**src/rtl/fixed_point_pkg.sv**
```systemverilog
// Shared types and helpers for the serial chunk subtractor.
// The overflow feature is selected in the top by SERIAL_CHUNK_SUBTRACTOR_OVERFLOW_EN.
package fixed_point_pkg;

    typedef enum logic [1:0] {
        IDLE = 2'd0,
        BUSY = 2'd1,
        DONE = 2'd2
    } sub_state_e;

    // Number of W-bit chunks making up an N-bit operand.
    function automatic int chunk_count(input int n, input int w);
        return n / w;
    endfunction

    // Legal geometry: 1 <= W <= N and W divides N exactly.
    function automatic bit chunk_fit(input int n, input int w);
        return (w >= 1) && (w <= n) && ((n % w) == 0);
    endfunction

endpackage

```
**src/rtl/chunk_adder_w.sv**
```systemverilog
// Combinational W-bit adder with carry in/out; one chunk of the serial datapath.
module chunk_adder_w #(
    parameter int W = 8
) (
    input  logic [W-1:0] x,
    input  logic [W-1:0] y,
    input  logic         cin,
    output logic [W-1:0] s,
    output logic         cout
);

    assign {cout, s} = {1'b0, x} + {1'b0, y} + {{W{1'b0}}, cin};

endmodule

```
**src/rtl/serial_chunk_subtractor.sv**
```systemverilog
// Multi-cycle N-bit subtractor, d = a - b - borrow_in, one W-bit chunk per clock.
// Subtraction is done as a + ~b + carry with carry = ~borrow.
// Optional: define SERIAL_CHUNK_SUBTRACTOR_OVERFLOW_EN to build the signed overflow flag;
// otherwise overflow is tied low.
module serial_chunk_subtractor
    import fixed_point_pkg::*;
#(
    parameter int N = 32,
    parameter int W = 8
) (
    input  logic         clk,
    input  logic         rst,
    input  logic         in_valid,
    output logic         in_ready,
    input  logic [N-1:0] a,
    input  logic [N-1:0] b,
    input  logic         borrow_in,
    output logic         out_valid,
    input  logic         out_ready,
    output logic [N-1:0] d,
    output logic         borrow_out,
    output logic         overflow
);

    localparam int NCH = chunk_count(N, W);
    localparam int CW  = (NCH > 1) ? $clog2(NCH) : 1;
    localparam logic [CW-1:0] LAST = CW'(NCH - 1);

    // Elaboration guard on the chunk geometry
    if (!chunk_fit(N, W)) begin : g_bad_geometry
        $error("serial_chunk_subtractor: N must be a multiple of W with 1 <= W <= N");
    end

    sub_state_e    state_q, state_d;
    logic [CW-1:0] cnt_q, cnt_d;
    logic [N-1:0]  a_q, a_d;
    logic [N-1:0]  b_q, b_d;
    logic          carry_q, carry_d;
    logic [N-1:0]  res_q, res_d;     // result being assembled during BUSY
    logic [N-1:0]  dout_q, dout_d;   // published result, only updated on entry to DONE
    logic          bo_q, bo_d;
`ifdef SERIAL_CHUNK_SUBTRACTOR_OVERFLOW_EN
    logic          ovf_q, ovf_d;
`endif

    logic [W-1:0]  a_k, b_k, sum_k;
    logic          cout_k;

    // Select the current chunk of the latched operands
    always_comb begin
        a_k = a_q[int'(cnt_q)*W +: W];
        b_k = b_q[int'(cnt_q)*W +: W];
    end

    chunk_adder_w #(.W(W)) u_chunk (
        .x    (a_k),
        .y    (~b_k),
        .cin  (carry_q),
        .s    (sum_k),
        .cout (cout_k)
    );

    // Next-state, datapath updates and result publication
    always_comb begin
        state_d = state_q;
        cnt_d   = cnt_q;
        a_d     = a_q;
        b_d     = b_q;
        carry_d = carry_q;
        res_d   = res_q;
        dout_d  = dout_q;
        bo_d    = bo_q;
`ifdef SERIAL_CHUNK_SUBTRACTOR_OVERFLOW_EN
        ovf_d   = ovf_q;
`endif
        case (state_q)
            IDLE: begin
                if (in_valid) begin
                    a_d     = a;
                    b_d     = b;
                    carry_d = ~borrow_in;
                    cnt_d   = '0;
                    state_d = BUSY;
                end
            end
            BUSY: begin
                res_d[int'(cnt_q)*W +: W] = sum_k;
                carry_d = cout_k;
                if (cnt_q == LAST) begin
                    state_d = DONE;
                    dout_d  = res_d;
                    bo_d    = ~cout_k;
`ifdef SERIAL_CHUNK_SUBTRACTOR_OVERFLOW_EN
                    ovf_d   = (a_q[N-1] ^ b_q[N-1]) & (res_d[N-1] ^ a_q[N-1]);
`endif
                end else begin
                    cnt_d = cnt_q + 1'b1;
                end
            end
            DONE: begin
                if (out_ready) state_d = IDLE;
            end
            default: state_d = IDLE;
        endcase
    end

    // State and datapath registers, synchronous reset
    always_ff @(posedge clk) begin
        if (rst) begin
            state_q <= IDLE;
            cnt_q   <= '0;
            a_q     <= '0;
            b_q     <= '0;
            carry_q <= 1'b0;
            res_q   <= '0;
            dout_q  <= '0;
            bo_q    <= 1'b0;
`ifdef SERIAL_CHUNK_SUBTRACTOR_OVERFLOW_EN
            ovf_q   <= 1'b0;
`endif
        end else begin
            state_q <= state_d;
            cnt_q   <= cnt_d;
            a_q     <= a_d;
            b_q     <= b_d;
            carry_q <= carry_d;
            res_q   <= res_d;
            dout_q  <= dout_d;
            bo_q    <= bo_d;
`ifdef SERIAL_CHUNK_SUBTRACTOR_OVERFLOW_EN
            ovf_q   <= ovf_d;
`endif
        end
    end

    assign in_ready   = (state_q == IDLE);
    assign out_valid  = (state_q == DONE);
    assign d          = dout_q;
    assign borrow_out = bo_q;
`ifdef SERIAL_CHUNK_SUBTRACTOR_OVERFLOW_EN
    assign overflow   = ovf_q;
`else
    assign overflow   = 1'b0;
`endif

endmodule

```
**config.mk**
```make
export PLATFORM = sky130hd
export DESIGN_NAME = serial_chunk_subtractor
export DESIGN_NICKNAME = d
export VERILOG_FILES = /design/src/rtl/fixed_point_pkg.sv /design/src/rtl/chunk_adder_w.sv /design/src/rtl/serial_chunk_subtractor.sv
export SDC_FILE = /design/constraint.sdc
export NUM_CORES = 1
export LEC_CHECK = 0
export CAP_MARGIN = 30
export CORE_ASPECT_RATIO = 1.2
export CORE_MARGIN = 3
export CORE_UTILIZATION = 48
export CTS_CLUSTER_SIZE = 30
export DETAILED_ROUTE_END_ITERATION = 7
export HOLD_SLACK_MARGIN = 0.02
export PLACE_DENSITY = 0.77
export SLEW_MARGIN = 20
export SYNTH_ARGS = -nofsm -noshare
export SYNTH_HDL_FRONTEND = slang
export SYNTH_HIERARCHICAL = 1
export SYNTH_SLANG_ARGS = --single-unit
```
**constraint.sdc**
```tcl
create_clock -name clk -period 3 [get_ports clk]
set_clock_uncertainty 0.05 [all_clocks]
set_input_delay 0.9 -clock clk [delete_from_list [all_inputs] [get_ports clk]]
set_output_delay 0.9 -clock clk [all_outputs]
set_load 0.01 [all_outputs]
```
# [Yosys cells after proc, flatten, opt, wreduce, memory -nomap -nowiden]
# Cells that the tools add are included.
# W data, S select, Z words.
[word_totals] reg_bits=134 elab_cells=43 out_inout_bits=36 mem_bits_rw=0 latchBits=0 mem_count=0 mem_bits_ro=0
[classes] div=0 muxes=10 add_sub_neg=4 n_bitwise=3 n_eq_ne=7 n_reduce_logical=7 n_shift=4 order_cmp=0 n_mul=0
[op_table] cell="$shiftx A32 B6 Y8" n=2
[op_table] cell="$neg A5 Y33" n=1
[op_table] cell="$shift A8 B33 Y32 const A" n=1
[op_table] cell="$shiftx A8 B33 Y32" n=1
[op_table] cell="$bwmux W32" n=1
[op_table] cell="$mux W2" n=5
[op_table] cell="$add A8 B8 Y9" n=1
[op_table] cell="$add A9 B1 Y9" n=1
[op_table] cell="$not A8 Y8" n=1
[op_table] cell="$ne A2 B2 Y1 const B" n=3
[op_table] cell="$pmux W2 S3" n=1
[op_table] cell="$reduce_and A2 Y1" n=3
[op_table] cell="$reduce_and A3 Y1" n=2
[op_table] cell="$eq A2 B2 Y1 const B" n=2
[op_table] cell="$pmux W2 S2" n=1
[op_table] cell="$add A2 B1 Y2 const B" n=1
[op_table] cell="$eq A2 B1 Y1 const B" n=1
[op_table] cell="$logic_not A2 Y1" n=1
[op_table] cell="$ne A2 B1 Y1 const B" n=1
[op_table] cell="$not A1 Y1" n=2
[op_table] cell="$pmux W1 S2" n=1
[op_table] cell="$reduce_bool A2 Y1" n=1
[op_table] cell="$mux W1" n=1

# [Logic depth before layout (Yosys ltp)]
[depth] ltp_word=6 mapped_depth=12 mapped_depth_nobuf=11

# [Cells and area by module]
# Netlist, hierarchy kept.
[by_module_without_submodules] module="serial_chunk_subtractor" instances=1 area_per_inst_um2=5716.7 cells_per_inst=656
[by_module_without_submodules] module="chunk_adder_w" instances=1 area_per_inst_um2=331.6 cells_per_inst=42

# [Worst setup path after synthesis]
# OpenSTA, ideal clock, no wires.
[synth_path] path_type="flip-flop to flip-flop" from="register cnt_q[0]" to="register dout_q[14], in the netlist d[14]" arrival_ns=3.073 t_required_ns=2.859 setup_ns=0.091 slack_ns=-0.214 period_less_slack_ns=3.214 path_stages_with_launch=11 cell_sequence="dfxtp_1 -> buf_2 -> mux4_2 -> fa_1 -> fa_1 -> a21oi_1 -> nor2_1 -> nor2_1 -> xnor2_1 -> nand4_1 -> a311oi_1"
[synth_lines] item="from (decl)" line_no="serial_chunk_subtractor.sv:35" text="logic [CW-1:0] cnt_q, cnt_d;"
[synth_lines] item="from (signal assigned)" line_no="serial_chunk_subtractor.sv:123" text="cnt_q <= cnt_d;"
[synth_lines] item="$shiftx A32 B6 Y8" line_no="serial_chunk_subtractor.sv:51" text="a_k = a_q[int'(cnt_q)*W +: W];"
[synth_lines] item="net a_k[0]" line_no="serial_chunk_subtractor.sv:46" text="logic [W-1:0] a_k, b_k, sum_k;"
[synth_lines] item="$add A8 B8 Y9" line_no="chunk_adder_w.sv:12" text="assign {cout, s} = {1'b0, x} + {1'b0, y} + {{W{1'b0}}, cin};"
[synth_lines] item="$add A9 B1 Y9" line_no="chunk_adder_w.sv:12"
[synth_lines] item="net sum_k[6]" line_no="serial_chunk_subtractor.sv:46"
[synth_lines] item="$shiftx A8 B33 Y32" line_no="serial_chunk_subtractor.sv:87" text="res_d[int'(cnt_q)*W +: W] = sum_k;"
[synth_lines] item="$bwmux W32" line_no="serial_chunk_subtractor.sv:87"
[synth_lines] item="to (signal assigned)" line_no="serial_chunk_subtractor.sv:128" text="dout_q <= dout_d;"
[synth_lines] item="to (decl)" line_no="serial_chunk_subtractor.sv:40" text="logic [N-1:0] dout_q, dout_d;"
# The timed path passes the listed nets, and every way through them passes these cells.
# A chain may end at the register's enable or synchronous reset.

# [Final worst setup path]
[layout_path] from="register cnt_q[0]" to="register dout_q[15], in the netlist d[15]"
# The elaborated chain is that of the path after synthesis.

==> flow_metrics.tcl <==
set metrics [dict create \
    syn_inst 698 \
    worst_slew_margin_rel 0.600 \
    grt-busiest-layer "met2" \
    max_freq_mhz 338 \
    multi_input_area_mm2 0.00304 \
    grt_pass1_vias 5337 \
    use_met2 0.390 \
    grt_pass1_wl_um 25200 \
    numPortBuffers 103 \
    cts_tree "built" \
    regArea_mm2 0.00269 \
    nFillCells 1032 \
    met1_usage 0.267 \
    worstPathArrival_ns 3.21 \
    yosysTopAreaCell "dfxtp_1" \
    drive_gt1_frac 0.120 \
    core-area_mm2 0.0122 \
    antenna_left 0 \
    path_buf_inv 2 \
    avgViaCountPerCell 5.67 \
    powerDensity_mw_per_mm2 584 \
    ctsRootBufferMaster "clkbuf_16" \
    worst_pin_slew_ns 0.600 \
    ios 105 \
    clkPwrFrac 0.406 \
    finalInstanceArea_mm2 0.00789 \
    rsz0062_at_grt "true" \
    synth_edf_count 0 \
    vias 5458 \
    initial_core_util 0.495 \
    maxCapViolCount 0 \
    hp-class "register to register" \
    seq_area_frac_synth 0.444 \
    drt_iter0_markers 361 \
    fp.dieH_um 129 \
    clk_latency_ns 0.41 \
    syn_nets 782 \
    r2r-start "cnt_q[0]$_SDFFE_PP0P_" \
    ir_drop_uv 278 \
    synth.distinct_cells 46 \
    cp_max_fo 11 \
    leakage_nw 2.76 \
    setup.worst_path.start_class "register" \
    route.detailed.drc 0 \
    grt_use_met3 0.0517 \
    drt-total-wl_um 15700 \
    crit_path_start "cnt_q[0]$_SDFFE_PP0P_" \
    cts_buffer_depth 2 \
    final_common_cell "nand2_1" \
    grt_remaining_overflow 0 \
    crit_path_end "d[15]$_SDFFE_PP0P_" \
    timing.rr.end "d[15]$_SDFFE_PP0P_" \
    antenna_cells 0 \
    p_int_mw 3.39 \
    cpPeakStageDelay_ns 0.51 \
    synth-main-ff-cell "dfxtp_1" \
    cp_num_cells 10 \
    dieArea_mm2 0.0140 \
    grt_max_degree 65 \
    htree_levels 4 \
    synth_area_leaders "dfxtp_1 44%, nand2_1 8.6%, a21oi_1 6.6%, mux4_2 6.0%, a311oi_1 3.5%" \
    numCtsBuffers 17 \
    area_delta_synth_final_pct 30.4 \
    placed_area_mm2 0.00723 \
    die_w_um 108 \
    final_cell_mix "138 x nand2_1, 133 x dfxtp_1, 102 x clkdlybuf4s50_1" \
    hpwl_um 10800 \
    crit_path_end_kind "register" \
    cpLargestDelayFamily "compound AO/OA/AOI/OAI gates" \
    gp_congestion 0.837 \
    status "finished clean" \
    setup_viol 0 \
    firstDrtPassIters 7 \
    crit_chain "buf_12, buf_4, mux4_2, ha_1, a21o_1, a2111oi_1, mux2i_1, nand2_2, nand4_1, a311oi_1" \
    power_frac_seq 0.411 \
    p_total_mw 4.61 \
    syn_avg_cell_area_um2 8.67 \
    synth_top_area_frac 0.444 \
    slew_violations 0 \
    worst_hold_slack_ns 0.402 \
    antenna_found_initial 0 \
    clock_sinks 134 \
    required_ns 3.26 \
    critPathSlowestCell "mux4_2" \
    swShare 0.264 \
    hold_violations 0 \
    synth_area_mm2 0.00605 \
    synth-seq-cells 134 \
    fin_nets 876 \
    yosys_warnings 6 \
    p_comb_frac 0.183 \
    async_flop_share 0 \
    layout_min_cycle_time_ns 2.96 \
    grt_use_total 0.230 \
    cts.reportedPaths.clkPinSlew_ns 0.06 \
    rr_worst_depth 10 \
    criticalPathCategory "register to register" \
    period_share 0.985 \
    routedWlPerCell_um 16.3 \
    num_rows 44 \
    switching_power_mw 1.22 \
    reg2reg_slack_ns 0.04 \
]
==> sequential cells by signal, indices dropped and copies added (netlist names) <==
name and count:
res_q 32, d 32, b_q 32, a_q 32
state_q 2, borrow_out 1, cnt_q 2, carry_q 1
==> synthesized netlist by cell type, types with 4 or more instances <==
library cell / instances
nand3b_1: 4
clkbuf_1: 28
buf_2: 15
inv_1: 30
nor2b_1: 7
a21oi_1: 80
ha_1: 13
nor2_1: 46
nand4_1: 26
buf_4: 11
a311oi_1: 24
a32oi_1: 8
nand2_1: 139
nor3_1: 14
nand2b_1: 33
a221oi_1: 9
nand3_1: 11
o32ai_1: 16
dfxtp_1: 134
mux4_2: 16
==> what timing repair did <==
| item | CTS | global route |
|---|---|---|
| endpoints found under the setup margin | 2 | 18 |
| buffers inserted | 1 | 6 |
| gates resized for setup | 4 | 12 |
| hold buffers | 0 | 0 |
| pin swaps | 2 | 7 |
==> layout make-up <==
| cell class | instances | share of cell area |
|---|---|---|
| clock buffer | 25 | 0.0654 |
| clock inverter | 4 | 0.00254 |
| inverter | 31 | 0.0148 |
| multi-input combinational | 475 | 0.385 |
| sequential | 134 | 0.341 |
| tap | 161 | 0.0255 |
| timing repair buffer | 133 | 0.166 |
==> kinds of logic after synthesis <==
logic type,count (synthesis),share of synthesized area
DFF,134,0.444
adders and majority gates,15,0.0335
buffers and inverters,89,0.0679
muxes,18,0.0629
and+or+nand+nor,290,0.224
xor gates and xnor gates,4,0.00579
AOI/OAI and AO/OA,147,0.162
other,1,0.000620
==> power by group through the flow <==
stage	Combinational [mW]	Sequential, mW	Clock, mW
6_report	0.843	1.89	1.87
5_1_grt	0.908	1.90	1.96
4_1_cts	0.787	1.89	1.89
3_5_place_dp	0.765	1.93	0
3_3_place_gp	0.745	1.93	0
2_1_floorplan	0.482	1.91	0
==> how the worst min path moves through the flow <==
stage                     depth (start not counted)  slack [ns]                     end                   start
after floorplan                                   2        0.38  res_q[30]$_SDFFE_PP0P_  res_q[30]$_SDFFE_PP0P_
after global placement                            2        0.39  res_q[30]$_SDFFE_PP0P_  res_q[30]$_SDFFE_PP0P_
after global routing                              2        0.42     a_q[8]$_SDFFE_PP0P_     a_q[8]$_SDFFE_PP0P_
final                                             2        0.40  res_q[24]$_SDFFE_PP0P_  res_q[24]$_SDFFE_PP0P_
after CTS                                         2        0.40  res_q[28]$_SDFFE_PP0P_  res_q[28]$_SDFFE_PP0P_
after detailed placement                          2        0.39  res_q[28]$_SDFFE_PP0P_  res_q[28]$_SDFFE_PP0P_
==> per-layer routing <==
layer	wire length (µm)	up-vias
met5	0	-
met3	886	41
li1	-	2641
met4	592	0
met2	8000	218
met1	6190	2558
==> worst register-to-register path: cells and delay by family (launching register included) <==
kind            cells  cell delay [ns]
buf+inv             2             0.26
fa+ha+maj           1             0.26
simple gates        2             0.33
compound gates      3             0.92
mux                 2             0.67
flops               1             0.37
==> through the flow <==
| stage | std cells | utilization | TNS, ns | worst slack, ns |
|---|---|---|---|---|
| after floorplan | 698 | - | 0 | 0.0266 |
| after global placement | 927 | 0.592 | 0 | 0.0447 |
| after detailed placement | 927 | 0.592 | 0 | 0.0188 |
| after CTS | 957 | 0.638 | 0 | 0.0131 |
| after global routing | 963 | 0.645 | -0.0889 | -0.0659 |
| final | 963 | 0.645 | 0 | 0.0445 |
Note: power is estimated with default switching activity, not from simulation.
